**config.mk**
```make
export PLATFORM = sky130hd
export DESIGN_NAME = xy_router_wh
export DESIGN_NICKNAME = d
export VERILOG_FILES = /design/src/rtl/xy_router_wh.sv
export SDC_FILE = /design/constraint.sdc
export NUM_CORES = 1
export LEC_CHECK = 0
export ABC_AREA = 1
export BUFFER_PORTS_ARGS = -buffer_cell sky130_fd_sc_hd__clkbuf_2
export CAP_MARGIN = 25
export CORE_MARGIN = 1
export CORE_UTILIZATION = 49
export CTS_BUF_LIST = sky130_fd_sc_hd__clkbuf_16
export DETAILED_ROUTE_END_ITERATION = 8
export PLACE_DENSITY = 0.79
export SYNTH_ARGS = -nofsm -noshare
export SYNTH_HDL_FRONTEND = slang
export SYNTH_SLANG_ARGS = --single-unit
export TNS_END_PERCENT = 10
```
**constraint.sdc**
```tcl
create_clock -name clk_i -period 1.9 [get_ports clk_i]
set_input_delay 0.475 -clock clk_i [delete_from_list [all_inputs] [get_ports clk_i]]
set_output_delay 0.475 -clock clk_i [all_outputs]
set_load 0.05 [all_outputs]
```
**src/rtl/xy_router_wh.sv**
```systemverilog
// Wormhole XY route decoder: routes on the head flit, locks the route until the tail,
// one-entry registered output stage. Define XY_ROUTER_YX_FIRST_EN for YX dimension order.
module xy_router_wh #(
  parameter int X_CORD          = 0,
  parameter int Y_CORD          = 0,
  parameter int PACKET_ADDR_X_W = 4,
  parameter int PACKET_ADDR_Y_W = 4,
  parameter int FLIT_W          = 16,
  parameter int OUTPUT_N_W      = 3
) (
  input  logic                  clk_i,
  input  logic                  rst_i,
  input  logic [FLIT_W-1:0]     flit_i,
  input  logic                  valid_i,
  output logic                  ready_o,
  output logic [FLIT_W-1:0]     flit_o,
  output logic                  valid_o,
  input  logic                  ready_i,
  output logic [OUTPUT_N_W-1:0] mux_out_sel_o,
  output logic                  last_o,
  output logic                  err_o
);

  localparam logic [0:0] IDLE = 1'b0;
  localparam logic [0:0] PKT  = 1'b1;

  localparam logic [1:0] T_BODY   = 2'b00;
  localparam logic [1:0] T_TAIL   = 2'b01;
  localparam logic [1:0] T_HEAD   = 2'b10;
  localparam logic [1:0] T_SINGLE = 2'b11;

  localparam logic [OUTPUT_N_W-1:0] DIR_RES   = OUTPUT_N_W'(0);
  localparam logic [OUTPUT_N_W-1:0] DIR_WEST  = OUTPUT_N_W'(1);
  localparam logic [OUTPUT_N_W-1:0] DIR_EAST  = OUTPUT_N_W'(2);
  localparam logic [OUTPUT_N_W-1:0] DIR_NORTH = OUTPUT_N_W'(3);
  localparam logic [OUTPUT_N_W-1:0] DIR_SOUTH = OUTPUT_N_W'(4);

  localparam logic [PACKET_ADDR_X_W-1:0] X_LOC = PACKET_ADDR_X_W'(X_CORD);
  localparam logic [PACKET_ADDR_Y_W-1:0] Y_LOC = PACKET_ADDR_Y_W'(Y_CORD);

  logic [0:0]            state_q, state_d;
  logic [OUTPUT_N_W-1:0] route_q, route_d;
  logic                  valid_q, valid_d;
  logic [FLIT_W-1:0]     flit_q, flit_d;
  logic [OUTPUT_N_W-1:0] sel_q, sel_d;
  logic                  last_q, last_d;
  logic                  err_q, err_d;

  logic [PACKET_ADDR_X_W-1:0] x_addr;
  logic [PACKET_ADDR_Y_W-1:0] y_addr;
  logic [1:0]                 flit_type;
  logic [OUTPUT_N_W-1:0]      dir;
  logic                       in_xfer;

  assign ready_o = !valid_q || ready_i;
  assign in_xfer = valid_i && ready_o;

  always_comb begin
    x_addr    = flit_i[PACKET_ADDR_X_W-1:0];
    y_addr    = flit_i[PACKET_ADDR_X_W+PACKET_ADDR_Y_W-1:PACKET_ADDR_X_W];
    flit_type = flit_i[FLIT_W-1:FLIT_W-2];
    dir       = DIR_RES;
`ifdef XY_ROUTER_YX_FIRST_EN
    if (y_addr > Y_LOC)      dir = DIR_NORTH;
    else if (y_addr < Y_LOC) dir = DIR_SOUTH;
    else if (x_addr > X_LOC) dir = DIR_EAST;
    else if (x_addr < X_LOC) dir = DIR_WEST;
`else
    if (x_addr > X_LOC)      dir = DIR_EAST;
    else if (x_addr < X_LOC) dir = DIR_WEST;
    else if (y_addr > Y_LOC) dir = DIR_NORTH;
    else if (y_addr < Y_LOC) dir = DIR_SOUTH;
`endif
  end

  always_comb begin
    state_d = state_q;
    route_d = route_q;
    valid_d = valid_q && !ready_i;
    flit_d  = flit_q;
    sel_d   = sel_q;
    last_d  = last_q;
    err_d   = 1'b0;
    if (in_xfer) begin
      if (state_q == IDLE) begin
        case (flit_type)
          T_HEAD: begin
            route_d = dir;
            valid_d = 1'b1; flit_d = flit_i; sel_d = dir; last_d = 1'b0;
            state_d = PKT;
          end
          T_SINGLE: begin
            valid_d = 1'b1; flit_d = flit_i; sel_d = dir; last_d = 1'b1;
          end
          default: err_d = 1'b1;
        endcase
      end else begin
        // A stray head/single mid-packet is retyped so downstream sees a well-formed worm.
        valid_d = 1'b1;
        sel_d   = route_q;
        flit_d  = flit_i;
        last_d  = flit_type[0];
        if (flit_type[1]) begin
          err_d  = 1'b1;
          flit_d = {1'b0, flit_type[0], flit_i[FLIT_W-3:0]};
        end
        if (flit_type[0]) state_d = IDLE;
      end
    end
  end

  always_ff @(posedge clk_i) begin
    if (rst_i) begin
      state_q <= IDLE;
      route_q <= '0;
      valid_q <= 1'b0;
      flit_q  <= '0;
      sel_q   <= '0;
      last_q  <= 1'b0;
      err_q   <= 1'b0;
    end else begin
      state_q <= state_d;
      route_q <= route_d;
      valid_q <= valid_d;
      flit_q  <= flit_d;
      sel_q   <= sel_d;
      last_q  <= last_d;
      err_q   <= err_d;
    end
  end

  assign valid_o       = valid_q;
  assign flit_o        = flit_q;
  assign mux_out_sel_o = sel_q;
  assign last_o        = last_q;
  assign err_o         = err_q;

endmodule

```
======== Word level (Yosys, flattened, before mapping) ========
Cells that the tools add are included.
operators by class
  $mul .................................... 0
  muxes and demuxes ....................... 19
  div/mod/pow operators ................... 0
  bitwise logic cells ..................... 2
  $add $sub $neg .......................... 0
  shifts and indexed selects .............. 0
  $lt $le $gt $ge ......................... 4
  equal/unequal tests ..................... 2
  reduce and logical (&&, ||, !) cells .... 12
operators with widths
  kind                                                                             number
  16-bit 2-to-1 mux                                                                2
  3-bit 2-to-1 mux                                                                 6
  1-bit 2-to-1 mux                                                                 10
  4-bit by 1-bit greater-than comparator with 1-bit output, second input constant  2
  4-bit by 1-bit less-than comparator with 1-bit output, second input constant     2
  2-bit == test, second input constant                                             2
  2-bit AND reduction                                                              2
  2-bit OR reduction                                                               2
  3-bit AND reduction                                                              1
  3-bit nonzero test                                                               1
  1-bit logical AND                                                                2
  1-bit zero test                                                                  2
  1-bit inverter                                                                   2
  1-bit case mux with 2 select lines                                               1
  2-bit nonzero test                                                               1
  1-bit logical OR                                                                 1
storage, ports and cells
  logic and storage cells ................. 46
  output and inout bits ................... 23
  input port bits ......................... 20
  register bits ........................... 26
  bits in writable memories ............... 0
  bits in latches ......................... 0
  ROM bits ................................ 0
  memories ................................ 0

======== Depth between registers and ports, before layout ========
  word-level depth ........................ 7
  depth in mapped cells ................... 7
  gate-level depth less buffers ........... 6

======== Least setup slack after synthesis ========
No wires, ideal clock.
  path kind ............................... register to register
  start point ............................. reg valid_q (netlist: valid_o)
  end point ............................... reg flit_q[2] (netlist: flit_o[2])
  period minus slack after synthesis ...... 1.609 ns
  path buffers ............................ 1
  data arrival time ....................... 1.539 ns
  data required time ...................... 1.830 ns
  slack ................................... 0.291 ns
  cell stages (with the launch flop) ...... 6
  path through ............................ dfxtp_1 -> nand2_2 -> nand3_4 -> buf_2 -> nand2_1 -> a21oi_1
on the way
  longest elaborated chain between the ends .. 4
ends and longest elaborated chain
  item                                  line  text
  start: declaration                    43    logic valid_q, valid_d;
  start signal: assignment              124   valid_q <= valid_d;
  1-bit zero test                       55    assign ready_o = !valid_q || ready_i;
  1-bit logical OR                      55
  via ready_o                           15    output logic ready_o,
  1-bit logical AND                     56    assign in_xfer = valid_i && ready_o;
  2-bit AND reduction (no source line)  --
  end signal: assignment                125   flit_q <= flit_d;
  end: declaration                      44    logic [FLIT_W-1:0] flit_q, flit_d;
The timed path passes the listed nets, and every way through them passes these cells.
A chain may end at the register's enable or synchronous reset.

======== Worst setup path in the final report ========
  start point ............................. reg valid_q (netlist: valid_o)
  end point ............................... out ready_o
on the way
  longest elaborated chain between the ends .. 2
ends and longest elaborated chain
  item              line
  1-bit zero test   55
  1-bit logical OR  55
  end: declaration  15
Every way passes these cells.

==> summary.md <==
| Metric | Value |
|---|---|
| Final worst-path cycle share | 77.42% |
| Num Clock Sinks | 24 |
| GPL Wtd Cong | between 0.8 and 0.9 |
| Nets | a little over 200 |
| CTS H-tree lvls | 1 |
| Post-CTS Setup Inserts | 0 |
| Worst vdd ir | 649.4 uV |
| Final worst slack | 0.4291 ns |
| Clock skew | 0.001531 ns |
| Syn Inst Count | between 100 and 150 |
| Synth top area share | just under 50% |
| Initial Util | 54.98% |
| Syn Area/Cell | slightly below 7 um^2 |
| Drt via density | 4.913 |
| Layout cells sized above 1 | 27.32% |
| DR pass1 iterations | 4 |
| RSZ-0062 raised after global routing | false |
| CTS Buffer Depth | 2 |
| PostCTS Resize Cnt | 0 |
| Fin. Hold Viols | 0 |
| Yosys cell types | 17 |
| Pre-CTS setup slack | between 0.3 and 0.4 ns |
| Synth Net Count | about 160 |
| Die W | approximately 47 um |
| CTS tree | built |
| Die Area | ~2200 um^2 |
| Kind of critical path | register to output pin |
| DR vias | about 1.0k |
| Pwr dens | ~1100 nW/um^2 |
| Worst r2r src | state_q |
| Startpoint types | register |
| Hold Crit Start | flit_i[12] |
| IO buf count | between 40 and 50 |
| Ports | 43 |
| Core region area | about 1800 um^2 |
| Synth Area in XOR/XNOR | 0% |
| Adder-Cell Fraction of Synth Area | 0% |
| Setup-failing EPs final | 0 |
| Leakage | 0.6854 nW |
| Yosys warning total | 0 |
| Setup TNS Final | 0 ns |
| Worst-skew pair later-pin latency | about 0.25 ns |
| Die height | 47.20 um |
| Dominant cell type by area after synthesis | dfxtp_1 |
| Total GRT Usage | roughly 24% |
| Num CTS Buffers | 3 |
| Hold Path Class | primary input to register |
| Largest family of logic cells by synthesized area | simple AND/OR/NAND/NOR gates |
| Post-synthesis register bit count | 24 |
| Final WL | 2400 um |
| Async S/R FF share, synth | 0% |
| Utilization after layout | between 70% and 80% |
| Status | completed |
| Clock-pin slew on the worst setup and hold paths | about 0.060 ns |
| Residual DRC | 0 |
| Antenna Violating Nets Remaining | 0 |
| Multiplexer share of the synthesized area | 0% |
| Most common cell in the netlist | nand2_1 |
| Fin crit period | about 1.5 ns |
| Simple-Gate Fraction of Synth Area | approximately 29% |
| Top cells by count, synth | 50 x nand2_1, 24 x dfxtp_1, 21 x a21oi_1, 18 x inv_1, 13 x nor2_1 |
| CP max FO | 5 |
| Row Count | 15 |
| Routed len/inst | around 12 um |
| Post-Syn Area | approximately 1000 um^2 |
| # diodes | 0 |
| CP Capture Type | output pin |
| CTS Hold Bufs | 0 |
| Required @ worst endpoint | between 1 and 1.5 ns |
| Top post-synthesis cells by area | dfxtp_1 48%, nand2_1 19%, a21oi_1 11% |
| Fmax | slightly below 0.7 GHz |
| Initial DRC Count | 35 |
| First-pass GRT wire length | roughly 3800 um |
| Pins Over Slew Limit | 0 |
| Setup crit start | valid_o |
| Sequential share of the synthesized area | between 40 and 50% |
| Clock root buffer | clkbuf_16 |
| Aggregate global routing overflow | 0 |
| Most used flip-flop cell after synthesis | dfxtp_1 |
| Post-DP HPWL | 1514 um |
| Max-cap check violation count | 0 |
| Antenna violations before repair | 0 |
| Compound-Gate Fraction of Synth Area | between 10% and 20% |
| Synth-to-Final Area Change | 30.37% |
| Largest net degree at the start of global routing | 25 |
| Number of synthesized flops with an enable pin | 0 |
| Number of global-route vias before repair | slightly above 900 |
| Data arrival, critical path | 1.00 ns |
-- through the flow --
stage / hold WS (ns) / total power [mW] / instance area, um^2 / instances
final: 0.4404 / 1.392 / 1305 / 208
after global routing: 0.4562 / 1.435 / 1305 / 208
after CTS: 0.4458 / 1.397 / 1305 / 208
after detailed placement: 0.4580 / 0.8059 / 1200 / 204
after global placement: 0.4545 / 0.8023 / 1200 / 204
after floorplan: 0.4888 / 0.7469 / 1001 / 144
-- worst max-delay path: stages, from the launching register on --
cell and delay (ns):
dfxtp_1 0.32, nand2_2 0.12, clkbuf_2 0.30
-- layout by cell type, fill, tap and decap left out, types with 2 or more instances in the layout --
master,Yosys,routed
nand2_1,50,50
clkbuf_2,0,41
dfxtp_1,24,24
a21oi_1,21,21
inv_1,18,18
nor2_1,13,13
nand3_1,3,3
clkbuf_16,0,3
nand2_2,2,2
inv_2,2,2
-- where the power goes --
group | total (mW) | leakage, nW | internal (mW) | switching [mW]
registers | 0.551 | 0.197 | 0.534 | 0.0169
clock network | 0.592 | 0.0511 | 0.418 | 0.174
logic | 0.248 | 0.438 | 0.0610 | 0.187
total | 1.39 | 0.685 | 1.01 | 0.378
-- layer usage --
metal	GRT usage (%)	vias up	wire length, um	share of wire (%)
li1	-	513	-	-
met1	29.51	466	978	41
met2	42.22	38	1282	53
met3	3.462	5	106	4.4
met4	10.86	0	34	1.4
met5	0	-	0	0
-- final cells by class --
class / count / area, um^2
clock buffer: 3 / 75.07
inverter: 20 / 75.07
multi-input combinational: 94 / 407.9
fill: 170 / 515.5
sequential: 24 / 480.5
timing repair buffer: 41 / 205.2
tap: 25 / 31.28
clock inverter: 1 / 30.03
-- final timing paths --
kind                                    to  slack [ns]  depth (start not counted)
worst max-delay path               ready_o        0.43                          2
worst min-delay path            flit_o[12]        0.44                          3
worst max register to register   flit_o[5]        0.44                          6
worst min register to register  flit_o[10]        0.46                          2
-- sequential cells by signal, summed over array words and instances (netlist names) --
register / flops
last_o: 1
err_o: 1
route_q: 2
valid_o: 1
flit_o: 16
mux_out_sel_o: 2
state_q: 1
-- logic make-up (layout without fill, tap and decap cells) --
kind of cell,count (synthesis),count (layout)
simple gates,71,71
buf+inv,26,65
flops,24,24
compound gates,22,22
other cells,1,1
Power figures use the tool's default switching activity.
